===== config.mk =====
export PLATFORM = sky130hd
export DESIGN_NAME = exe_stage
export DESIGN_NICKNAME = d
export VERILOG_FILES = /design/src/rtl/exe_stage_pkg.sv /design/src/rtl/div_iter.sv /design/src/rtl/exe_stage.sv
export SDC_FILE = /design/constraint.sdc
export NUM_CORES = 2
export LEC_CHECK = 0
export BUFFER_PORTS_ARGS = -buffer_cell sky130_fd_sc_hd__clkbuf_2
export CAP_MARGIN = 30
export CORE_MARGIN = 2
export CORE_UTILIZATION = 25
export DETAILED_ROUTE_END_ITERATION = 7
export GPL_ROUTABILITY_DRIVEN = 0
export SLEW_MARGIN = 0
export SYNTH_ARGS = -nofsm -noshare
export SYNTH_HDL_FRONTEND = slang
export SYNTH_SLANG_ARGS = --single-unit

===== constraint.sdc =====
create_clock -name clk -period 10.2 [get_ports clk]
set_input_delay 1.53 -clock clk [delete_from_list [all_inputs] [get_ports clk]]
set_output_delay 1.53 -clock clk [all_outputs]
set_load 0.03 [all_outputs]

===== src/rtl/exe_stage_pkg.sv =====
// Shared definitions for the execute stage: ALU op bit indices,
// mem_inst bit positions and the divider state encoding.
package exe_stage_pkg;

  localparam int ALU_OPS   = 19;
  localparam int ALU_ADD   = 0;
  localparam int ALU_SUB   = 1;
  localparam int ALU_SLT   = 2;
  localparam int ALU_SLTU  = 3;
  localparam int ALU_AND   = 4;
  localparam int ALU_NOR   = 5;
  localparam int ALU_OR    = 6;
  localparam int ALU_XOR   = 7;
  localparam int ALU_SLL   = 8;
  localparam int ALU_SRL   = 9;
  localparam int ALU_SRA   = 10;
  localparam int ALU_LU12I = 11;
  localparam int ALU_MUL   = 12;
  localparam int ALU_MULH  = 13;
  localparam int ALU_MULHU = 14;
  localparam int ALU_DIV   = 15;
  localparam int ALU_DIVU  = 16;
  localparam int ALU_MOD   = 17;
  localparam int ALU_MODU  = 18;

  // mem_inst = {st_b, st_h, st_w, ld_b, ld_bu, ld_h, ld_hu, ld_w}
  localparam int MEM_LD_W  = 0;
  localparam int MEM_LD_HU = 1;
  localparam int MEM_LD_H  = 2;
  localparam int MEM_LD_BU = 3;
  localparam int MEM_LD_B  = 4;
  localparam int MEM_ST_W  = 5;
  localparam int MEM_ST_H  = 6;
  localparam int MEM_ST_B  = 7;

  typedef enum logic [1:0] {
    DIV_IDLE = 2'd0,
    DIV_BUSY = 2'd1,
    DIV_DONE = 2'd2
  } div_state_e;

endpackage


===== src/rtl/div_iter.sv =====
// Iterative restoring divider: 32 steps on absolute values, sign fix-up on
// the way out. Result stays stable in DONE until ack.
module div_iter
  import exe_stage_pkg::*;
(
  input  logic        clk,
  input  logic        resetn,
  input  logic        start,
  input  logic        signed_op,
  input  logic        ack,
  input  logic [31:0] dividend,
  input  logic [31:0] divisor,
  output logic        busy,
  output logic        done,
  output logic [31:0] quotient,
  output logic [31:0] remainder
);

  div_state_e  r_state;
  div_state_e  w_next;
  logic [4:0]  r_cnt;
  logic [31:0] r_quo;
  logic [31:0] r_rem;
  logic [31:0] r_dsor;
  logic        r_neg_q;
  logic        r_neg_r;

  logic [31:0] w_a_abs;
  logic [31:0] w_b_abs;
  logic [32:0] w_shift;
  logic [32:0] w_diff;

  assign w_a_abs = (signed_op && dividend[31]) ? -dividend : dividend;
  assign w_b_abs = (signed_op && divisor[31])  ? -divisor  : divisor;

  // One restoring step: shift next dividend bit into the partial remainder.
  assign w_shift = {r_rem, r_quo[31]};
  assign w_diff  = w_shift - {1'b0, r_dsor};

  // Next-state logic for the divider FSM.
  // NOTE: every always_comb output gets a default first so no latch is inferred.
  always_comb begin
    w_next = r_state;
    unique case (r_state)
      DIV_IDLE: if (start)            w_next = DIV_BUSY;
      DIV_BUSY: if (r_cnt == 5'd31)   w_next = DIV_DONE;
      DIV_DONE: if (ack)              w_next = DIV_IDLE;
      default:                        w_next = DIV_IDLE;
    endcase
  end

  // State register, step counter and datapath registers.
  // NOTE: sequential state uses non-blocking assignments only, so every
  // register samples values from before the edge.
  always_ff @(posedge clk) begin
    if (!resetn) begin
      r_state <= DIV_IDLE;
      r_cnt   <= 5'd0;
      r_quo   <= 32'd0;
      r_rem   <= 32'd0;
      r_dsor  <= 32'd0;
      r_neg_q <= 1'b0;
      r_neg_r <= 1'b0;
    end else begin
      r_state <= w_next;
      if (r_state == DIV_IDLE && start) begin
        r_cnt   <= 5'd0;
        r_quo   <= w_a_abs;
        r_rem   <= 32'd0;
        r_dsor  <= w_b_abs;
        // A zero divisor keeps the all-ones quotient unsigned-looking.
        r_neg_q <= signed_op && (dividend[31] ^ divisor[31]) && (divisor != 32'd0);
        r_neg_r <= signed_op && dividend[31];
      end else if (r_state == DIV_BUSY) begin
        r_cnt <= r_cnt + 5'd1;
        if (!w_diff[32]) begin
          r_rem <= w_diff[31:0];
          r_quo <= {r_quo[30:0], 1'b1};
        end else begin
          r_rem <= w_shift[31:0];
          r_quo <= {r_quo[30:0], 1'b0};
        end
      end
    end
  end

  assign busy      = (r_state == DIV_BUSY);
  assign done      = (r_state == DIV_DONE);
  assign quotient  = r_neg_q ? -r_quo : r_quo;
  assign remainder = r_neg_r ? -r_rem : r_rem;

endmodule


===== src/rtl/exe_stage.sv =====
// Execute stage: latches the decode payload, computes ALU / multiply /
// iterative-divide results, issues the data-SRAM request and hands on to MEM.
module exe_stage
  import exe_stage_pkg::*;
(
  input  logic                clk,
  input  logic                resetn,
  input  logic                ds_to_es_valid,
  output logic                es_allowin,
  input  logic [31:0]         ds_pc,
  input  logic [ALU_OPS-1:0]  ds_alu_op,
  input  logic                ds_res_from_mem,
  input  logic [31:0]         ds_alu_src1,
  input  logic [31:0]         ds_alu_src2,
  input  logic [31:0]         ds_rkd_value,
  input  logic                ds_mem_we,
  input  logic                ds_rf_we,
  input  logic [4:0]          ds_rf_waddr,
  input  logic [7:0]          mem_inst,
  input  logic                ms_allowin,
  output logic                es_to_ms_valid,
  output logic [31:0]         es_pc,
  output logic [31:0]         es_alu_result,
  output logic                es_res_from_mem,
  output logic                es_rf_we,
  output logic [4:0]          es_rf_waddr,
  output logic [4:0]          es_ld_inst,
  output logic [1:0]          es_addr_lo,
  output logic                data_sram_en,
  output logic [3:0]          data_sram_we,
  output logic [31:0]         data_sram_addr,
  output logic [31:0]         data_sram_wdata
);

  logic               r_es_valid;
  logic [31:0]        r_pc;
  logic [ALU_OPS-1:0] r_alu_op;
  logic               r_res_from_mem;
  logic [31:0]        r_src1;
  logic [31:0]        r_src2;
  logic [31:0]        r_rkd;
  logic               r_mem_we;
  logic               r_rf_we;
  logic [4:0]         r_rf_waddr;
  logic [7:0]         r_mem_inst;

  logic               w_ready_go;
  logic               w_is_div;
  logic               w_div_signed;
  logic               w_div_start;
  logic               w_div_busy;
  logic               w_div_done;
  logic [31:0]        w_quotient;
  logic [31:0]        w_remainder;
  logic [4:0]         w_shamt;
  logic [31:0]        w_sra;
  logic               w_mul_signed;
  logic [63:0]        w_prod;
  logic [31:0]        w_alu_result;
  logic [3:0]         w_st_we;
  logic [31:0]        w_st_wdata;

  // Payload registers and the stage valid bit.
  // NOTE: payload registers are reset too, so outputs are defined from reset.
  always_ff @(posedge clk) begin
    if (!resetn) begin
      r_es_valid     <= 1'b0;
      r_pc           <= 32'd0;
      r_alu_op       <= '0;
      r_res_from_mem <= 1'b0;
      r_src1         <= 32'd0;
      r_src2         <= 32'd0;
      r_rkd          <= 32'd0;
      r_mem_we       <= 1'b0;
      r_rf_we        <= 1'b0;
      r_rf_waddr     <= 5'd0;
      r_mem_inst     <= 8'd0;
    end else begin
      if (es_allowin) r_es_valid <= ds_to_es_valid;
      if (es_allowin && ds_to_es_valid) begin
        r_pc           <= ds_pc;
        r_alu_op       <= ds_alu_op;
        r_res_from_mem <= ds_res_from_mem;
        r_src1         <= ds_alu_src1;
        r_src2         <= ds_alu_src2;
        r_rkd          <= ds_rkd_value;
        r_mem_we       <= ds_mem_we;
        r_rf_we        <= ds_rf_we;
        r_rf_waddr     <= ds_rf_waddr;
        r_mem_inst     <= mem_inst;
      end
    end
  end

  assign w_is_div     = |r_alu_op[ALU_MODU:ALU_DIV];
  assign w_div_signed = r_alu_op[ALU_DIV] | r_alu_op[ALU_MOD];
  assign w_div_start  = r_es_valid & w_is_div & ~w_div_busy & ~w_div_done;
  assign w_ready_go   = ~w_is_div | w_div_done;

  assign es_allowin     = ~r_es_valid | (w_ready_go & ms_allowin);
  assign es_to_ms_valid = r_es_valid & w_ready_go;

  div_iter u_div (
    .clk       (clk),
    .resetn    (resetn),
    .start     (w_div_start),
    .signed_op (w_div_signed),
    .ack       (ms_allowin),
    .dividend  (r_src1),
    .divisor   (r_src2),
    .busy      (w_div_busy),
    .done      (w_div_done),
    .quotient  (w_quotient),
    .remainder (w_remainder)
  );

  // One shared 64x64 multiplier; operands are sign-extended only for mulh,
  // the low half is identical for mul either way.
  assign w_mul_signed = r_alu_op[ALU_MULH];
  assign w_prod = {{32{w_mul_signed & r_src1[31]}}, r_src1}
                * {{32{w_mul_signed & r_src2[31]}}, r_src2};

  assign w_shamt = r_src2[4:0];
  assign w_sra   = 32'($signed(r_src1) >>> w_shamt);

  // Result select on the one-hot op.
  always_comb begin
    w_alu_result = 32'd0;
    if (r_alu_op[ALU_ADD])   w_alu_result = r_src1 + r_src2;
    if (r_alu_op[ALU_SUB])   w_alu_result = r_src1 - r_src2;
    if (r_alu_op[ALU_SLT])   w_alu_result = {31'd0, $signed(r_src1) < $signed(r_src2)};
    if (r_alu_op[ALU_SLTU])  w_alu_result = {31'd0, r_src1 < r_src2};
    if (r_alu_op[ALU_AND])   w_alu_result = r_src1 & r_src2;
    if (r_alu_op[ALU_NOR])   w_alu_result = ~(r_src1 | r_src2);
    if (r_alu_op[ALU_OR])    w_alu_result = r_src1 | r_src2;
    if (r_alu_op[ALU_XOR])   w_alu_result = r_src1 ^ r_src2;
    if (r_alu_op[ALU_SLL])   w_alu_result = r_src1 << w_shamt;
    if (r_alu_op[ALU_SRL])   w_alu_result = r_src1 >> w_shamt;
    if (r_alu_op[ALU_SRA])   w_alu_result = w_sra;
    if (r_alu_op[ALU_LU12I]) w_alu_result = r_src2;
    if (r_alu_op[ALU_MUL])   w_alu_result = w_prod[31:0];
    if (r_alu_op[ALU_MULH] || r_alu_op[ALU_MULHU]) w_alu_result = w_prod[63:32];
    if (r_alu_op[ALU_DIV] || r_alu_op[ALU_DIVU])   w_alu_result = w_quotient;
    if (r_alu_op[ALU_MOD] || r_alu_op[ALU_MODU])   w_alu_result = w_remainder;
  end

  // Store byte enables and lane replication from the low address bits.
  always_comb begin
    w_st_we    = 4'b0000;
    w_st_wdata = r_rkd;
    if (r_mem_inst[MEM_ST_W]) begin
      w_st_we = 4'b1111;
    end else if (r_mem_inst[MEM_ST_H]) begin
      w_st_we    = w_alu_result[1] ? 4'b1100 : 4'b0011;
      w_st_wdata = {2{r_rkd[15:0]}};
    end else if (r_mem_inst[MEM_ST_B]) begin
      w_st_we    = 4'b0001 << w_alu_result[1:0];
      w_st_wdata = {4{r_rkd[7:0]}};
    end
  end

  // Request only on the handshake cycle so it is issued exactly once.
  assign data_sram_en    = r_es_valid & w_ready_go & ms_allowin & (r_res_from_mem | r_mem_we);
  assign data_sram_we    = (data_sram_en & r_mem_we) ? w_st_we : 4'b0000;
  assign data_sram_addr  = w_alu_result;
  assign data_sram_wdata = w_st_wdata;

  assign es_pc           = r_pc;
  assign es_alu_result   = w_alu_result;
  assign es_res_from_mem = r_es_valid & r_res_from_mem;
  assign es_rf_we        = r_es_valid & r_rf_we;
  assign es_rf_waddr     = r_rf_waddr;
  assign es_ld_inst      = r_mem_inst[4:0];
  assign es_addr_lo      = w_alu_result[1:0];

endmodule


; Yosys cells after proc, flatten, opt, wreduce, memory -nomap -nowiden
; Index checks and enable logic that the tools add are counted.
[totals]
regBits = 269
in_bits = 167
[classes]
n_addsub = 8
mul = 1
magnitude_cmp = 2
eq_ne = 6
shifts = 4
n_mux = 36
bitwise_logic = 26
reduce_logical = 15
[ops]
columns = op, count
row1 = $mux W32, 26
row2 = $neg A32 Y32, 4
row3 = $lt A32 B32 Y1, 2
row4 = $mul A33 B33 Y64, 1
row5 = $sub A33 B32 Y33, 1
row6 = $add A32 B32 Y32, 1
row7 = $and A32 B32 Y32, 1
row8 = $not A32 Y32, 1
row9 = $or A32 B32 Y32, 1
row10 = $reduce_bool A32 Y1, 1
row11 = $shl A32 B5 Y32, 1
row12 = $shr A32 B5 Y32, 1
row13 = $sshr A32 B5 Y32, 1
row14 = $sub A32 B32 Y32, 1
row15 = $xor A32 B32 Y32, 1
row16 = $mux W4, 5
row17 = $and A1 B1 Y1, 12
row18 = $logic_and A1 B1 Y1, 6
row19 = $mux W2, 3
row20 = $pmux W2 S3, 1
row21 = $add A5 B1 Y5 const B, 1
row22 = $eq A5 B5 Y1 const B, 1
row23 = $not A1 Y1, 5
row24 = $ne A2 B1 Y1 const B, 2
row25 = 13 further kinds, 18

; Depth between registers and ports, before layout
[depth]
depth_word = 22
depth_mapped = 35
ltp_nobuf = 29

; Hierarchy
; From an unflattened synthesis, not the netlist that was laid out.
[unflattened]
cells_unflattened = 7930
hier_area_um2 = 64081.5
[modules_own_cells]
columns = module, n_inst, cells_per_inst, area_per_inst_um2
row1 = exe_stage, 1, 6777, 55406.9
row2 = div_iter, 1, 1153, 8674.6

; Least setup slack after synthesis
; Ideal clock, no wire load.
[synth_timing]
path_type = register -> output
start = reg r_src2[4]
end = out es_alu_result[23]
arrival_ps = 9532
t_required_ps = 8670
slack_ps = -862
stages_incl_launch_ff = 29
n_path_buf = 7
cell_sequence = dfxtp_1 -> clkbuf_1 -> clkbuf_1 -> buf_1 -> buf_1 -> buf_1 -> and3_1 -> fa_1 -> fa_1 -> fa_1 -> fa_1 -> inv_1 -> fa_1 -> inv_1 -> fa_1 -> inv_1 -> fa_1 -> fa_1 -> inv_1 -> ha_1 -> clkbuf_1 -> or2_2 -> nand2_1 -> or4_1 -> or3_1 -> a31oi_1 -> nand3_1 -> o21ai_0 -> buf_4
[synth_between]
elab_chain_cells = 17
word_cells_on_any_way = 22
classes_between = add/sub: 2 / mul: 1 / shift: 3 / mux: 16
[synth_lines]
columns = element, line
row1 = start: declaration, exe_stage.sv:40  ; logic [31:0] r_src2;
row2 = start signal: assignment, exe_stage.sv:85  ; r_src2 <= ds_alu_src2;
row3 = $add A32 B32 Y32, exe_stage.sv:129  ; if (r_alu_op[ALU_ADD]) w_alu_result = r_src1 + r_src2;
row4 = $mux W32, exe_stage.sv:129
row5 = $mux W32, exe_stage.sv:130  ; if (r_alu_op[ALU_SUB]) w_alu_result = r_src1 - r_src2;
row6 = $mux W32, exe_stage.sv:131  ; if (r_alu_op[ALU_SLT]) w_alu_result = {31'd0, $signed(r_src1) < $signed(r_src2)};
row7 = $mux W32, exe_stage.sv:132  ; if (r_alu_op[ALU_SLTU]) w_alu_result = {31'd0, r_src1 < r_src2};
row8 = $mux W32, exe_stage.sv:133  ; if (r_alu_op[ALU_AND]) w_alu_result = r_src1 & r_src2;
row9 = $mux W32, exe_stage.sv:134  ; if (r_alu_op[ALU_NOR]) w_alu_result = ~(r_src1 | r_src2);
row10 = $mux W32, exe_stage.sv:135  ; if (r_alu_op[ALU_OR]) w_alu_result = r_src1 | r_src2;
row11 = $mux W32, exe_stage.sv:136  ; if (r_alu_op[ALU_XOR]) w_alu_result = r_src1 ^ r_src2;
row12 = $mux W32, exe_stage.sv:137  ; if (r_alu_op[ALU_SLL]) w_alu_result = r_src1 << w_shamt;
row13 = $mux W32, exe_stage.sv:138  ; if (r_alu_op[ALU_SRL]) w_alu_result = r_src1 >> w_shamt;
row14 = $mux W32, exe_stage.sv:139  ; if (r_alu_op[ALU_SRA]) w_alu_result = w_sra;
row15 = $mux W32, exe_stage.sv:140  ; if (r_alu_op[ALU_LU12I]) w_alu_result = r_src2;
row16 = $mux W32, exe_stage.sv:141  ; if (r_alu_op[ALU_MUL]) w_alu_result = w_prod[31:0];
row17 = $mux W32 (*), exe_stage.sv:142  ; if (r_alu_op[ALU_MULH] || r_alu_op[ALU_MULHU]) w_alu_result = w_prod[63:32];
row18 = $mux W32 (*), exe_stage.sv:143  ; if (r_alu_op[ALU_DIV] || r_alu_op[ALU_DIVU]) w_alu_result = w_quotient;
row19 = $mux W32 (*), exe_stage.sv:144  ; if (r_alu_op[ALU_MOD] || r_alu_op[ALU_MODU]) w_alu_result = w_remainder;
row20 = end: declaration, exe_stage.sv:23  ; output logic [31:0] es_alu_result,
; Mark *: on every way between the ends. The rest lies on a longest branch, timed or not.

; Worst setup path after layout
[layout_timing]
start = reg r_src1[19]
end = out es_alu_result[19]
[layout_between]
elab_chain_cells = 17
word_cells_on_any_way = 26
classes_between = add/sub: 2 / mul: 1 / shift: 3 / mux: 16 / bitwise: 4
[layout_lines]
columns = element, line
row1 = start: declaration, exe_stage.sv:39  ; logic [31:0] r_src1;
row2 = start signal: assignment, exe_stage.sv:84  ; r_src1 <= ds_alu_src1;
row3 = $add A32 B32 Y32, exe_stage.sv:129
row4 = $mux W32, exe_stage.sv:129
row5 = $mux W32, exe_stage.sv:130
row6 = $mux W32, exe_stage.sv:131
row7 = $mux W32, exe_stage.sv:132
row8 = $mux W32, exe_stage.sv:133
row9 = $mux W32, exe_stage.sv:134
row10 = $mux W32, exe_stage.sv:135
row11 = $mux W32, exe_stage.sv:136
row12 = $mux W32, exe_stage.sv:137
row13 = $mux W32, exe_stage.sv:138
row14 = $mux W32, exe_stage.sv:139
row15 = $mux W32, exe_stage.sv:140
row16 = $mux W32, exe_stage.sv:141
row17 = $mux W32 (*), exe_stage.sv:142
row18 = $mux W32 (*), exe_stage.sv:143
row19 = $mux W32 (*), exe_stage.sv:144
; Marked as above.

==> impl_metrics.py <==
metrics = {
    "status": {
        "outcome": "finished, violations left",
        "violations": "design-rule violations, negative setup slack",
    },
    "power_and_ir_drop": {
        "peakVddDrop_uv": 143,
        "p_leak_uw": 0.0332,
        "power_density_nw_per_um2": 104,
    },
    "finish": {
        "register_area_um2": 5520,
        "multi_input_area_um2": 52500,
        "fin_util": 0.303,
        "num-nets-final": 9816,
        "syn_to_final_growth_pct": 20.5,
        "drive_gt1_frac": 0.184,
        "fillers": 26700,
    },
    "clock_network": {
        "cts_buffers": 40,
        "cts_hold_buf": 0,
        "cts_root_buf": "clkbuf_16",
        "cts_tree": "yes",
        "htree_levels": 2,
        "clock_sinks": 269,
        "path_clk_slew_ps": 60,
        "clk_latency_ps": 690,
        "cts_buffer_depth": 3,
    },
    "die": {
        "die_w_um": 507,
        "io_pins": 316,
        "rows": 184,
        "core_um2": 251000,
        "die_y_um": 507,
        "die-area_um2": 257000,
        "start_util": 0.251,
    },
    "detailed_routing": {
        "num_vias": 61800,
        "wire_per_inst_um": 25.3,
        "routed_wirelength_um": 293000,
        "drcViolationCount": 198,
        "via_per_inst": 5.34,
        "drt_iter0_drc": 8578,
        "antenna_left": 0,
        "firstDrtPassIters": 8,
    },
    "critical_path": {
        "slowest_delay_ps": 590,
        "ff2ff_setup_slack_ps": 5390,
        "endpoint_kind": "output port",
        "crit_type": "reg2out",
        "cpMaxStageDelayCell": "fa_1",
        "worst_ep_arrival_time_ps": 8780,
        "rr_startpoint": "r_alu_op[17]",
        "crit_path_max_fanout": 5,
        "required_ps": 8670,
        "crit_path_end": "es_alu_result[19]",
        "r2r_cells": 10,
        "worstPathBufferInverterCount": 10,
        "cp-startpoint": "r_src1[19]",
        "crit_top_cell": "fa_1",
        "worst-path-stages": 28,
        "startpoint_type": "flip-flop",
        "worst_r2r_endpoint": "r_src1[18]",
        "critPathTopFamily": "adder cells",
    },
    "grt": {
        "grt_max_degree": 116,
        "grt_usage": 0.224,
        "grt_pass1_vias": 60200,
        "antenna_found_initial": 27,
        "grt-ovfl-total": 0,
        "grt_pass1_wl_um": 422000,
    },
    "timing": {
        "worst_slack_ps": -112,
        "relSlewSlack": 0.277,
        "rsz0062_at_grt": "yes",
        "hold_viol": 0,
        "fmax_mhz": 97.0,
        "min_period_ps": 10310,
        "clock_skew_ps": 73.2,
        "hold_ws_ps": 452,
        "slew_violations": 0,
        "finalCritPeriodShare": 1.01,
        "worst_pin_slew_ps": 1080,
        "setup_viol_count_final": 20,
    },
    "logic_synthesis": {
        "syn-num-nets": 9437,
        "ys_async_sr_fraction": 0,
        "ys_top_cells_by_area": "fa_1, dfxtp_1, nand2_1",
        "yosysTopAreaCellShare": 0.357,
        "synth_seq_area_share": 0.0852,
        "yosysWarnings": 0,
        "avgSynthCellArea_um2": 8.11,
        "ys.flop_type": "dfxtp_1",
        "synth_edf_count": 0,
        "synth_top_cell_by_area": "fa_1",
        "ys_seq_elements": 269,
        "netlist_area_um2": 63200,
        "synth_cell_types": 105,
        "syn_inst": 7795,
    },
    "placed_design": {
        "port_buffers": 315,
        "dp_hpwl_um": 223000,
        "place_ws_ps": -65.7,
    },
    "hold_path": {
        "min_path_type": "reg2reg",
    },
    "run": {
        "maxCapViolCount": 0,
    },
}
## how the worst min path moves through the flow
stage                   start              to  slack, ps  depth (start not counted)
6_report              r_rf_we         r_rf_we        450                          2
5_1_grt        es_rf_waddr[0]  es_rf_waddr[0]        470                          2
4_1_cts               r_rf_we         r_rf_we        450                          2
3_5_place_dp          r_rf_we         r_rf_we        440                          2
3_3_place_gp        r_rkd[23]       r_rkd[23]        440                          2
2_1_floorplan         r_rf_we         r_rf_we        430                          2
## kinds of logic (layout without fill, tap and decap cells)
family                   after synthesis  count (layout)  synth area share
AO/OA/AOI/OAI                       1376            1376             0.141
XOR/XNOR                             255             255            0.0356
adder cells (fa/ha/maj)             1475            1475             0.426
buffers and inverters               1826            2236             0.113
flip-flops                           269             269            0.0852
multiplexers                         174             174            0.0408
other                                  0              13                 0
AND/OR/NAND/NOR                     2420            2420             0.159
## layer usage
layer | share of wire | global-route usage | vias up
met4 | 0.095 | 0.154 | 30
met1 | 0.36 | 0.270 | 30100
li1 | - | - | 25600
met3 | 0.14 | 0.0915 | 1364
met5 | 0.0027 | 0.0157 | -
met2 | 0.40 | 0.321 | 4641
## worst reg2reg max path, delay by kind of cell, from the launching register on
kind            cells  cell delay, ps
compound gates      2             960
buf+inv             2            1030
simple gates        6            2060
flops               1             630
## state kept, by name, indices dropped and copies added, names as in the netlist
name	count
u_div.r_neg_r	1
r_alu_op	19
u_div.r_rem	32
r_res_from_mem	1
u_div.r_cnt	5
r_rf_we	1
r_mem_inst	8
r_rkd	32
u_div.r_neg_q	1
r_src2	32
r_mem_we	1
r_src1	32
es_pc	32
u_div.r_dsor	32
u_div.r_state	2
r_es_valid	1
es_rf_waddr	5
u_div.r_quo	32
## repair_timing
| item | 4_1_cts | 5_1_grt |
|---|---|---|
| gates resized for setup | 356 | 372 |
| pin swaps | 84 | 119 |
| gates cloned | 8 | 5 |
| setup buffers | 82 | 48 |
| endpoints found under the setup margin | 66 | 68 |
## layout make-up
class                      count  share of cell area
antenna                       13            0.000427
clock buffer                  47              0.0141
clock inverter                26             0.00401
inverter                    1258              0.0638
multi-input combinational   5700               0.689
sequential                   269              0.0724
tap                         3348              0.0550
timing repair buffer         905               0.102
## synthesized netlist by cell type (17+ instances only)
library cell / number
nand3_1: 70
nor2_1: 756
nand4_1: 32
mux2_2: 37
ha_1: 347
nor4_1: 30
xor2_1: 53
o41ai_1: 17
a22oi_1: 35
or3_1: 17
and3_1: 46
inv_1: 1219
a31oi_1: 55
clkinv_1: 32
nand2b_1: 31
buf_1: 104
mux2i_1: 74
and2_1: 23
a21o_1: 56
o211ai_1: 41
nand2_1: 1263
o21ai_0: 246
o22ai_1: 25
buf_2: 29
xnor2_1: 201
clkbuf_1: 377
a2111oi_0: 20
a21oi_1: 451
o21bai_1: 24
o21a_1: 30
nor3_1: 64
fa_1: 1128
nor2b_1: 28
a311oi_1: 30
a211oi_1: 84
a221oi_1: 32
buf_4: 53
or4_1: 17
o31ai_1: 46
dfxtp_1: 269
mux4_2: 62
## stage by stage
| step | TNS (ps) | instances | area (um2) | total power, uW |
|---|---|---|---|---|
| detailed placement | -116 | 11300 | 70500 | 5600 |
| finish | -1070 | 11600 | 76200 | 7920 |
| floorplan | 0 | 7795 | 63400 | 3950 |
| global placement | -173 | 11300 | 70500 | 5600 |
| CTS | -12.4 | 11500 | 74100 | 7410 |
| global route | -6060 | 11600 | 76200 | 8210 |
## power by group
part | leakage, uW | switching (uW) | internal [uW]
Combinational | 0.0303 | 3260 | 1860
Clock | 0.000677 | 692 | 873
Sequential | 0.00223 | 110 | 1120
## placed cells by master, fill, tap and decap left out, types with 62 or more instances in the layout
master    Yosys  routed
a211oi_1     84      77
nand3_1      70      62
a21oi_1     451     418
nor2_1      756     720
o21ai_0     246     225
buf_4        53     448
buf_12        0      63
xnor2_1     201     192
fa_1       1128    1107
ha_1        347     304
inv_1      1219    1169
clkbuf_2      0     265
mux4_2       62      62
buf_6         5      62
dfxtp_1     269     219
nand2_1    1263    1249
mux2i_1      74      73
No activity file was read; power rests on OpenSTA's default activity.
